File: src/rtl/inst_prefetch_queue.sv
// -----------------------------------------------------------------------------
// inst_prefetch_queue
//
// Prefetch buffer between the PC/redirect logic and decode. It keeps its own
// fetch PC, issues sequential word reads to a synchronous instruction ROM with
// one cycle of read latency, and queues the returned (address, instruction)
// pairs in a DEPTH-entry FIFO. Decode consumes entries over valid/ready.
// Redirect flushes the queue and restarts fetch at RedirectAddr.
//
// Handshake: an entry transfers on every rising CLK edge where InsValid and
// InsReady are both 1. InsValid never depends on InsReady. Ins/InsAddr are
// stable while InsValid=1 and InsReady=0.
//
// Optional build macro IPQ_BYPASS_EN: when the FIFO is empty, a live ROM
// response is presented on Ins/InsAddr in the cycle it arrives, and it is
// consumed without touching the FIFO if InsReady=1.
//
// Parameters
//   DEPTH     FIFO entries (power of 2, >= 2)
//   RESET_PC  fetch PC after reset (4-aligned)
// Ports
//   CLK, Reset        clock (rising edge), asynchronous active-high reset
//   Redirect          restart fetch at RedirectAddr (bits [1:0] ignored)
//   MemRd, MemAddr    ROM read strobe and 4-aligned word address
//   MemData           ROM data, valid in the cycle after MemRd
//   InsValid/Ready    decode handshake
//   Ins, InsAddr      head entry (instruction, its address)
//   Count             occupied FIFO entries
// -----------------------------------------------------------------------------
module inst_prefetch_queue #(
  parameter int          DEPTH    = 4,
  parameter logic [31:0] RESET_PC = 32'h0000_0000
) (
  input  logic                     CLK,
  input  logic                     Reset,
  input  logic                     Redirect,
  input  logic [31:0]              RedirectAddr,
  output logic                     MemRd,
  output logic [31:0]              MemAddr,
  input  logic [31:0]              MemData,
  output logic                     InsValid,
  input  logic                     InsReady,
  output logic [31:0]              Ins,
  output logic [31:0]              InsAddr,
  output logic [$clog2(DEPTH):0]   Count
);

  localparam int AW = $clog2(DEPTH);
  localparam int CW = AW + 1;

  logic [31:0]   fpc;
  logic [31:0]   pend_addr;
  logic          inflight;
  logic [AW-1:0] rd_ptr;
  logic [AW-1:0] wr_ptr;
  logic [CW-1:0] count;
  logic [31:0]   fifo_ins  [DEPTH];
  logic [31:0]   fifo_addr [DEPTH];

  logic [CW:0]   occupancy;
  logic          live;
  logic          push;
  logic          pop;

  // Entries already stored plus the one still coming back from the ROM; a new
  // read is only allowed when its response is guaranteed a free slot.
  assign occupancy = {1'b0, count} + (CW+1)'(inflight);
  assign MemRd     = !Reset && !Redirect && (occupancy < (CW+1)'(DEPTH));
  assign MemAddr   = fpc;
  assign Count     = count;

  // A response arriving during Redirect belongs to the old stream. Since no
  // read is ever issued while Redirect is high, gating the response with
  // Redirect in its arrival cycle is all the kill logic needed.
  assign live = inflight && !Redirect;

`ifdef IPQ_BYPASS_EN
  logic bypass;
  assign bypass   = live && (count == '0);
  assign InsValid = ((count != '0) && !Redirect) || bypass;
  assign Ins      = bypass ? MemData   : fifo_ins[rd_ptr];
  assign InsAddr  = bypass ? pend_addr : fifo_addr[rd_ptr];
  assign pop      = (count != '0) && !Redirect && InsReady;
  assign push     = live && !(bypass && InsReady);
`else
  assign InsValid = (count != '0) && !Redirect;
  assign Ins      = fifo_ins[rd_ptr];
  assign InsAddr  = fifo_addr[rd_ptr];
  assign pop      = InsValid && InsReady;
  assign push     = live;
`endif

  always_ff @(posedge CLK or posedge Reset) begin
    if (Reset) begin
      fpc       <= RESET_PC;
      pend_addr <= '0;
      inflight  <= 1'b0;
      rd_ptr    <= '0;
      wr_ptr    <= '0;
      count     <= '0;
      for (int i = 0; i < DEPTH; i++) begin
        fifo_ins[i]  <= '0;
        fifo_addr[i] <= '0;
      end
    end else if (Redirect) begin
      fpc      <= RedirectAddr & 32'hFFFF_FFFC;
      inflight <= 1'b0;
      count    <= '0;
      // Empty the FIFO by pulling the write pointer back to the head slot so
      // Ins/InsAddr do not move until the next push-into-empty.
      wr_ptr   <= rd_ptr;
    end else begin
      inflight <= MemRd;
      if (MemRd) begin
        pend_addr <= fpc;
        fpc       <= fpc + 32'd4;
      end
      if (push) begin
        fifo_ins[wr_ptr]  <= MemData;
        fifo_addr[wr_ptr] <= pend_addr;
        wr_ptr            <= wr_ptr + 1'b1;
      end
      if (pop) begin
        rd_ptr <= rd_ptr + 1'b1;
      end
      case ({push, pop})
        2'b10:   count <= count + 1'b1;
        2'b01:   count <= count - 1'b1;
        default: count <= count;
      endcase
    end
  end

endmodule

File: config.mk
export PLATFORM = sky130hd
export DESIGN_NAME = inst_prefetch_queue
export DESIGN_NICKNAME = d
export VERILOG_FILES = /design/src/rtl/inst_prefetch_queue.sv
export SDC_FILE = /design/constraint.sdc
export NUM_CORES = 1
export LEC_CHECK = 0
export CAP_MARGIN = 30
export CORE_MARGIN = 3
export CORE_UTILIZATION = 43
export DETAILED_ROUTE_END_ITERATION = 8
export REMOVE_ABC_BUFFERS = 1
export SYNTH_ARGS = -nofsm -noshare
export SYNTH_HDL_FRONTEND = slang
export SYNTH_SLANG_ARGS = --single-unit
File: constraint.sdc
create_clock -name CLK -period 15.5 [get_ports CLK]
set_clock_uncertainty 0.1 [all_clocks]
set_input_delay 1.55 -clock CLK [delete_from_list [all_inputs] [get_ports CLK]]
set_output_delay 1.55 -clock CLK [all_outputs]
set_load 0.02 [all_outputs]
# Word-level counts from Yosys, hierarchy flattened

Cells that the tools add are included.

Output and inout port bits: 101
Input bits: 68
Logic and storage cells: 61
Register bits after elaboration: 328

Reduce and logical (&&, ||, !) cells: 15
Bitwise gates (word level): 3
Equal/unequal tests: 2
Add/subtract/negate cells: 6
Magnitude comparators: 4
Multiplexer cells: 17

Operators by type and width:

| operator              | number |
|---|---|
| $bwmux 128            | 2 |
| $mux 32               | 7 |
| $bmux 32 s2           | 2 |
| $demux 32 s2          | 1 |
| $add 32x3->32 const B | 1 |
| $ge 3x3->1 const B    | 2 |
| $logic_and 1x1->1     | 6 |
| $not 2->3             | 2 |
| $pmux 3 s2            | 1 |
| $reduce_and 2->1      | 3 |
| $reduce_bool 3->1     | 2 |
| $add 2x1->2 const B   | 2 |
| $add 3x1->4           | 1 |
| $lt 4x3->1 const B    | 1 |
| $mux 2                | 2 |
| $reduce_bool 2->1     | 2 |
| $add 3x1->3 const B   | 1 |
| $lt 3x1->1 const B    | 1 |
| $mux 3                | 1 |
| $sub 3x1->3 const B   | 1 |
| $eq 2x1->1 const B    | 1 |
| $eq 2x2->1 const B    | 1 |
| $logic_not 1->1       | 2 |
| $mux 1                | 1 |
| $not 1->1             | 1 |

# Longest topological paths before layout

Gate-level depths: netlist (run 1).

Depth in word-level cells: 6
Gate-level depth with buffers: 9
Depth with buffers taken out: 8

# Least setup slack after synthesis (run 1)

OpenSTA, ideal clock, no wires.

Kind: input-to-output
From: input port Redirect
To: output port MemRd
Stages on the path: 6
Data arrival time: 2847 ps
Buffers on the path: 3
Required time: 13850 ps
Setup slack: 11003 ps
Cells stage by stage: buf_2 or2_1 a311o_1 clkbuf_1 clkbuf_1 inv_1

Word-level cells in the longest chain between the ends: 3

Ends and longest elaborated chain:

| element                        | RTL line | RTL |
|---|---|---|
| start, declared                | 36       | `input logic Redirect,` |
| $logic_not 1->1                | 68       | `assign MemRd = !Reset && !Redirect && (occupancy < (CW+1)'(DEPTH));` |
| $logic_and 1x1->1 (2 in a row) | 68       |  |
| end, declared                  | 38       | `output logic MemRd,` |

Every way passes these cells.

# Worst setup path in the final report (run 1)

Ends and elaborated chain as after synthesis.

==> results of run 1 <==
==> worst paths after layout <==
check                             start      endpoint  slack [ns]  cells past startpoint
setup / recovery               Redirect         MemRd       10.48                      6
hold / removal             fifo_ins[40]  fifo_ins[40]        0.40                      1
setup reg to reg               Count[2]    MemAddr[4]       12.32                      9
hold reg to reg            fifo_ins[40]  fifo_ins[40]        0.40                      1
max in group asynchronous         Reset  fifo_ins[41]       12.28                      3
min in group asynchronous         Reset   MemAddr[20]        1.47                      2
==> per-layer routing <==
layer / part of all wire [%] / vias to the layer above
met3: 5.2 / 43
met2: 47 / 216
met5: 0.041 / -
li1: - / 3926
met4: 1.9 / 2
met1: 46 / 4517
==> cell families after synthesis <==
| group | share of synthesized area [%] |
|---|---|
| AOI/OAI and AO/OA | 2.99 |
| and+or+nand+nor | 7.15 |
| other | 0.0268 |
| muxes | 30.2 |
| adders and majority gates | 0.590 |
| DFF | 56.5 |
| buffers and inverters | 2.15 |
| xor gates and xnor gates | 0.375 |
==> layout make-up <==
class	count	area, sq um	share of cell area (%)
Clock buffer	56	1110	6.41
Timing Repair Buffer	174	1810	10.5
Tap cell	435	544	3.15
Sequential cell	316	7920	45.8
Multi-Input combinational cell	612	5830	33.7
Clock inverter	5	60.1	0.347
Inverter	6	30.0	0.174
==> worst max-delay path, cell delays in order <==
cell             delay, ns
buf_2                 0.09
buf_4                 0.29
or2_1                 0.29
a311o_2               0.44
inv_1                 0.08
clkdlybuf4s50_1       0.60
==> per-stage QoR <==
stage | total power, W | util, % | cell area [sq um] | instances | setup slack (ns)
6_report | 0.00346 | 54.4 | 17300 | 1604 | 10.48
3_5_place_dp | 0.00267 | 50.7 | 16100 | 1543 | 10.47
4_1_cts | 0.00352 | 54.4 | 17300 | 1604 | 10.40
5_1_grt | 0.00367 | 54.4 | 17300 | 1604 | 10.31
3_3_place_gp | 0.00263 | 50.3 | 16000 | 1538 | 10.47
2_1_floorplan | 0.00215 | - | 13700 | 934 | 5.11
==> flip-flops by register name, summed over array words and instances (netlist names) <==
name	flops
Count	3
MemAddr	30
fifo_addr	120
fifo_ins	128
inflight	1
pend_addr	30
rd_ptr	2
wr_ptr	2
==> cells in the final DEF (no fill, tap or decap), types with 5 or more instances in the layout <==
| master | count |
|---|---|
| dfrtp_1 | 314 |
| mux2_2 | 248 |
| clkdlybuf4s50_1 | 161 |
| nand2_1 | 126 |
| mux4_2 | 62 |
| clkbuf_16 | 39 |
| o21ai_0 | 21 |
| nand3_1 | 21 |
| nor2_1 | 20 |
| nand4_1 | 11 |
| clkbuf_1 | 10 |
| nor2b_1 | 7 |
| o211ai_1 | 7 |
| clkbuf_8 | 7 |
| a31oi_1 | 6 |
| buf_4 | 6 |
| nor3_1 | 5 |
| xnor2_1 | 5 |
| a21oi_1 | 5 |
| ha_1 | 5 |
==> cells in the mapped netlist (2+ instances only) <==
| cell | number | area share [%] |
|---|---|---|
| o21bai_1 | 3 | 0.16 |
| a21oi_1 | 5 | 0.18 |
| ha_1 | 5 | 0.45 |
| inv_1 | 5 | 0.13 |
| nor2_1 | 20 | 0.54 |
| nor3b_1 | 3 | 0.16 |
| buf_2 | 10 | 0.36 |
| nand2_1 | 130 | 3.5 |
| o311ai_1 | 2 | 0.13 |
| nand2b_1 | 3 | 0.13 |
| mux4_2 | 62 | 10 |
| or4_1 | 2 | 0.11 |
| or3_1 | 3 | 0.13 |
| buf_1 | 6 | 0.16 |
| or2_2 | 2 | 0.089 |
| nand3b_1 | 3 | 0.16 |
| a21o_1 | 2 | 0.11 |
| a22oi_1 | 3 | 0.16 |
| mux2i_1 | 4 | 0.29 |
| nand4_1 | 11 | 0.49 |
| clkbuf_1 | 42 | 1.1 |
| nand3_1 | 21 | 0.75 |
| a31oi_1 | 6 | 0.27 |
| o311ai_0 | 4 | 0.25 |
| o21ai_0 | 21 | 0.75 |
| nor3_1 | 5 | 0.18 |
| o211ai_1 | 7 | 0.38 |
| and3_1 | 2 | 0.089 |
| a221o_1 | 4 | 0.29 |
| xnor2_1 | 5 | 0.31 |
| buf_4 | 5 | 0.27 |
| mux2_2 | 248 | 20 |
| nor2b_1 | 7 | 0.31 |
| dfrtp_1 | 316 | 56 |
==> power groups by stage <==
stage | registers, W | logic, W | clock network (W)
floorplan | 0.00134 | 0.000806 | 0
detailed placement | 0.00137 | 0.00130 | 0
global route | 0.00140 | 0.00137 | 0.000899
global placement | 0.00135 | 0.00127 | 0
finish | 0.00135 | 0.00128 | 0.000837
CTS | 0.00135 | 0.00130 | 0.000862
==> results.cfg, run 1 <==
[outcome]
status = complete, no violations

[timing]
worstMarginPinSlew_ns = 1.06
finalMaxSlewViolations = 0
finalCriticalPeriod_ns = 5.02
setup_viol = 0
period_share_pct = 32.4
hold_viol_final = 0
slew_headroom_pct = 29.3
fmax_mhz = 199
rsz0062_at_grt = no
fin_tns_setup_ns = 0
whs_ns = 0.395

[grt]
grtUsageMet2_pct = 30.1
antenna_found_initial = 1
grt_pass1_wl_um = 52900
grtUsageMet3_pct = 3.57
grt.total_usage_pct = 18.8
top_usage_layer = met2
grt_pass1_vias = 9214
globalRouteMet1Util_pct = 26.7
grt_max_degree = 192
overflow = 0

[floorplanning]
die_w_um = 186
fp.dieArea_sq_um = 34700
die_h_um = 186
initial_core_util_pct = 44.0
num_io_pins = 169
num_rows = 65
core_area_sq_um = 31800

[placed_design]
portBuffers = 162
gp_congestion = 0.728
hpwl_um = 19000

[pwr]
p_int_w = 0.00240
switching_share_pct = 30.6
pwr-share-clk_pct = 24.2
p_leak_nw = 7.70
powerDensity_nw_per_um2 = 200
pwr-share-seq_pct = 38.9
combPwrFrac_pct = 36.9
ir_worst_vdd_uv = 78.3
switchingPower_w = 0.00106

[setup_path]
startpoint_type = primary input
cp.arrival_ns = 3.37
worstPathRequired_ns = 13.85
critPathCaptureType = output port
path_class = primary input to output port
crit_fanout = 55

[clocking]
post_cts_buffers = 0
cts_sinks = 316
numCtsBuffers = 37
path_clk_slew_ns = 0.05
cts-hold-fix-buffers = 0
cts_buffer_depth = 3
htreeDepth = 2
cts-resized-gates = 0
cts_tree = yes
clockRootBuffer = clkbuf_16
clk-insertion-delay-late_ns = 0.52

[final_layout]
num_antenna_cells = 0
drive_above_1_share_pct = 33.3
fillers = 2710
area_growth_pct = 23.6
nNetsFinal = 1221

[logic_synthesis]
ys_seq_area_share_pct = 56.5
synth_enable_flop_cells = 0
synth_ff_type = dfrtp_1
netlist_area_sq_um = 14000
syn_avg_cell_area_sq_um = 14.1
ys_async_sr_fraction_pct = 100
syn_inst = 995
synth-seq-cells = 316
synth_cell_types = 52
ys_warn_count = 0

[drt]
routed_wl_um = 31800
ant_nets = 0
dr_total_vias = 8704
viasPerCell = 5.43
wire_per_inst_um = 19.8
drc = 0
first_iter_violations = 450
dr.pass1.iters = 4

[worst_hold_path]
hold_path.class = flip-flop to flip-flop

[run]
maxCapViolCount = 0
Power figures use the tool's default switching activity.
==> inputs of run 2 (changes only) <==
- clock period: 15.5 -> 4.95 ns (I/O delays scaled with it)
==> results.cfg, run 2 (synthesized netlist as in run 1, its figures left out) <==
[pwr]
p_int_w = 0.00754
combPwrFrac_pct = 36.5
switchingPower_w = 0.00332
ir_worst_vdd_uv = 263
pwr-share-clk_pct = 24.2
pwr-share-seq_pct = 39.2
switching_share_pct = 30.6
powerDensity_nw_per_um2 = 626
p_leak_nw = 7.74

[drt]
first_iter_violations = 485
drc = 0
dr_total_vias = 8683
viasPerCell = 5.39
ant_nets = 0
routed_wl_um = 31800
dr.pass1.iters = 4
wire_per_inst_um = 19.8

[clocking]
htreeDepth = 2
cts_tree = yes
cts_buffer_depth = 3
clk-insertion-delay-late_ns = 0.51
path_clk_slew_ns = 0.06
cts-resized-gates = 0
cts-hold-fix-buffers = 0
numCtsBuffers = 37
clockRootBuffer = clkbuf_16
cts_sinks = 316
post_cts_buffers = 0

[final_layout]
fillers = 2650
multiInputGateArea_sq_um = 5830
final_cell_mix = dfrtp_1 (314), mux2_2 (248), clkdlybuf4s50_1 (161), nand2_1 (126), mux4_2 (62)
post-route-util_pct = 54.5
top_register = fifo_ins
layout_commonest_cell = dfrtp_1
nNetsFinal = 1225
num_antenna_cells = 0
largest_reg_flops = 128
drive_above_1_share_pct = 33.9
register_area_sq_um = 7920
largest_registers = fifo_ins: 128 flops, fifo_addr: 120 flops
area_growth_pct = 23.9

[setup_path]
critPathCaptureType = output port
worstPathRequired_ns = 4.36
startpoint_type = flip-flop
cp_slowest_cell = dfrtp_4
path_class = flip-flop to output port
crit_chain = buf_12, mux4_2, clkdlybuf4s50_1
cp.arrival_ns = 2.94
slowest_delay_ns = 0.89
crit_fanout = 35

[placed_design]
hpwl_um = 19500
gp_congestion = 0.749
portBuffers = 162

[timing]
hold_viol_final = 0
fmax_mhz = 283
worstMarginPinSlew_ns = 0.878
fin_tns_setup_ns = 0
finalMaxSlewViolations = 0
period_share_pct = 71.5
whs_ns = 0.397
rsz0062_at_grt = no
slew_headroom_pct = 41.2
setup_viol = 0
finalCriticalPeriod_ns = 3.54

[grt]
grt.total_usage_pct = 18.6
overflow = 0
grt_pass1_wl_um = 52300
grt_max_degree = 123
grt_pass1_vias = 9166
antenna_found_initial = 0

[floorplanning]
fp.dieArea_sq_um = 34700
die_w_um = 186
num_rows = 65
num_io_pins = 169
die_h_um = 186
initial_core_util_pct = 44.0
core_area_sq_um = 31800

[outcome]
status = complete, no violations

[run]
maxCapViolCount = 0

[worst_hold_path]
hold_path.class = flip-flop to flip-flop
run 2: cell count changes in the layout (fill, tap and decap cells not counted), sizes merged:
cell      change
inv           -2
bufinv        +1
buf           +4
clkbuf        -3
clkinvlp      -1
clkinv        +8
run 2: routing by layer:
layer | global-route usage, % | routed length, um
met5 | 0 | 0
met4 | 4.65 | 645
met3 | 3.06 | 1340
met2 | 29.0 | 14600
met1 | 27.4 | 15300
run 2: worst paths after layout:
path,startpoint,endpoint,slack (ns),cells past startpoint
max reg2reg,MemAddr[8],MemAddr[15],2.23,5
max in group asynchronous,Reset,fifo_ins[92],3.22,3
max,rd_ptr[0],InsAddr[19],1.41,3
min in group asynchronous,Reset,MemAddr[11],0.51,2
min reg2reg,fifo_addr[46],fifo_addr[46],0.40,1
min,fifo_addr[46],fifo_addr[46],0.40,1
run 2: per-stage QoR:
step	power (W)	worst slack, ns	area (sq um)	instances
CTS	0.0110	1.32	17300	1611
finish	0.0109	1.41	17300	1611
floorplan	0.00673	-4.39	13700	934
global placement	0.00825	1.76	16100	1543
detailed placement	0.00834	1.74	16200	1547
global route	0.0115	1.24	17300	1611
run 2: critical path, delay by kind of cell, from the launching register on:
| kind | cells | cell delay, ns |
|---|---|---|
| buf+inv | 2 | 0.99 |
| flops | 1 | 0.89 |
| mux | 1 | 0.54 |
run 2: power groups by stage:
stage	Clock [W]	Sequential, W	Combinational, W
after CTS	0.00271	0.00428	0.00404
after global routing	0.00283	0.00441	0.00423
after global placement	0	0.00428	0.00397
after floorplan	0	0.00421	0.00252
final	0.00263	0.00426	0.00397
after detailed placement	0	0.00431	0.00403
run 2: area by class of cell:
cell class | instances | share of cell area, %
clock buffer | 53 | 6.21
clock inverter | 11 | 0.606
inverter | 6 | 0.173
multi-input combinational | 612 | 33.6
sequential | 316 | 45.7
tap | 435 | 3.14
timing repair buffer | 178 | 10.6
==> inputs of run 3 (changes only) <==
- PLACE_DENSITY: unset -> 0.67
- clock period: 4.95 -> 3 ns (I/O delays scaled with it)
==> results.cfg, run 3 (synthesized netlist as in run 1, its figures left out) <==
[clocking]
cts_buffer_depth = 3
cts-resized-gates = 0
cts_sinks = 316
numCtsBuffers = 35
cts-hold-fix-buffers = 0
clockRootBuffer = clkbuf_16
path_clk_slew_ns = 0.06
htreeDepth = 2
cts_tree = yes
clk-insertion-delay-late_ns = 0.50
post_cts_buffers = 0

[drt]
dr.pass1.iters = 5
viasPerCell = 5.40
drc = 0
wire_per_inst_um = 19.6
routed_wl_um = 31700
first_iter_violations = 449
ant_nets = 0
dr_total_vias = 8742

[final_layout]
instances_no_fill = 1619
multiInputGateArea_sq_um = 5830
num_antenna_cells = 0
area_growth_pct = 24.3
fillers = 2667
layout_commonest_cell = dfrtp_1
top_register = fifo_ins
final_cell_mix = dfrtp_1 (314), mux2_2 (248), clkdlybuf4s50_1 (161), nand2_1 (126), mux4_2 (62)
largest_reg_flops = 128
register_area_sq_um = 7920
largest_registers = fifo_ins: 128 flops, fifo_addr: 120 flops
nNetsFinal = 1235
drive_above_1_share_pct = 34.3

[grt]
grt.total_usage_pct = 18.4
overflow = 0
grt_pass1_vias = 9123
antenna_found_initial = 1
grt_pass1_wl_um = 51700
grt_max_degree = 79

[outcome]
status = complete, no violations

[floorplanning]
num_io_pins = 169
die_w_um = 186
num_rows = 65
initial_core_util_pct = 44.0
die_h_um = 186
fp.dieArea_sq_um = 34700
core_area_sq_um = 31800

[placed_design]
hpwl_um = 19700
dp.cells = 1558
portBuffers = 162
gp_congestion = 0.790

[timing]
slew_headroom_pct = 31.9
setup_viol = 0
period_share_pct = 96.1
fin_tns_setup_ns = 0
worstMarginPinSlew_ns = 1.02
finalMaxSlewViolations = 0
finalCriticalPeriod_ns = 2.88
rsz0062_at_grt = no
hold_viol_final = 0
fmax_mhz = 347

[setup_path]
ff2ff_setup_slack_ns = 0.45
critPathCaptureType = output port
startpoint_type = flip-flop
path_class = flip-flop to output port
crit_fanout = 18
worstPathRequired_ns = 2.60
cp.arrival_ns = 2.48

[run]
maxCapViolCount = 0

[pwr]
ir_worst_vdd_uv = 436
p_leak_nw = 7.77
powerDensity_nw_per_um2 = 1020

[worst_hold_path]
hold_path.class = primary input to asynchronous set/reset pin
[run 3: worst paths after layout]
kind                          startpoint  depth (start not counted)       endpoint
setup / recovery               rd_ptr[1]                          3    InsAddr[22]
hold / removal                     Reset                          2    MemAddr[24]
setup reg to reg                Count[2]                          7    MemAddr[15]
hold reg to reg            fifo_addr[45]                          1  fifo_addr[45]
max in group asynchronous          Reset                          3   fifo_ins[90]
min in group CLK                Redirect                          3       Count[0]
[run 3: per-stage QoR]
step | cell area (sq um) | util, % | setup WS [ns] | hold slack [ns] | total power (W)
after floorplan | 13700 | - | -6.14 | 0.263 | 0.0111
after global placement | 16300 | 51.2 | 0.291 | 0.382 | 0.0138
after detailed placement | 16300 | 51.2 | 0.278 | 0.388 | 0.0139
after CTS | 17400 | 54.6 | 0.0902 | 0.0690 | 0.0181
after global routing | 17400 | 54.7 | 0.0602 | 0.0835 | 0.0188
final | 17400 | 54.7 | 0.116 | 0.0758 | 0.0178
[run 3: worst max-delay path: stages (launching register included)]
cell and delay, ns:
dfrtp_4 0.60, buf_4 0.37, mux4_2 0.43, clkdlybuf4s50_1 0.57
[run 3: report_power, final]
group / switching, W / internal, W
logic: 0.00293 / 0.00395
registers: 0.000943 / 0.00594
clock network: 0.00164 / 0.00241
total: 0.00552 / 0.0123
[run 3: cell type report]
type | instances | share of cell area [%]
Inverter | 6 | 0.173
Sequential cell | 316 | 45.5
Timing Repair Buffer | 190 | 11.4
Clock buffer | 50 | 5.76
Clock inverter | 10 | 0.496
Tap cell | 435 | 3.13
Multi-Input combinational cell | 612 | 33.5
[run 3: metal layers]
| metal | routed length [um] | track usage (%) | up-vias |
|---|---|---|---|
| met5 | 10 | 0 | - |
| met4 | 465 | 3.66 | 2 |
| met3 | 1610 | 3.46 | 37 |
| met2 | 14400 | 28.4 | 229 |
| met1 | 15200 | 27.5 | 4517 |
| li1 | - | - | 3957 |
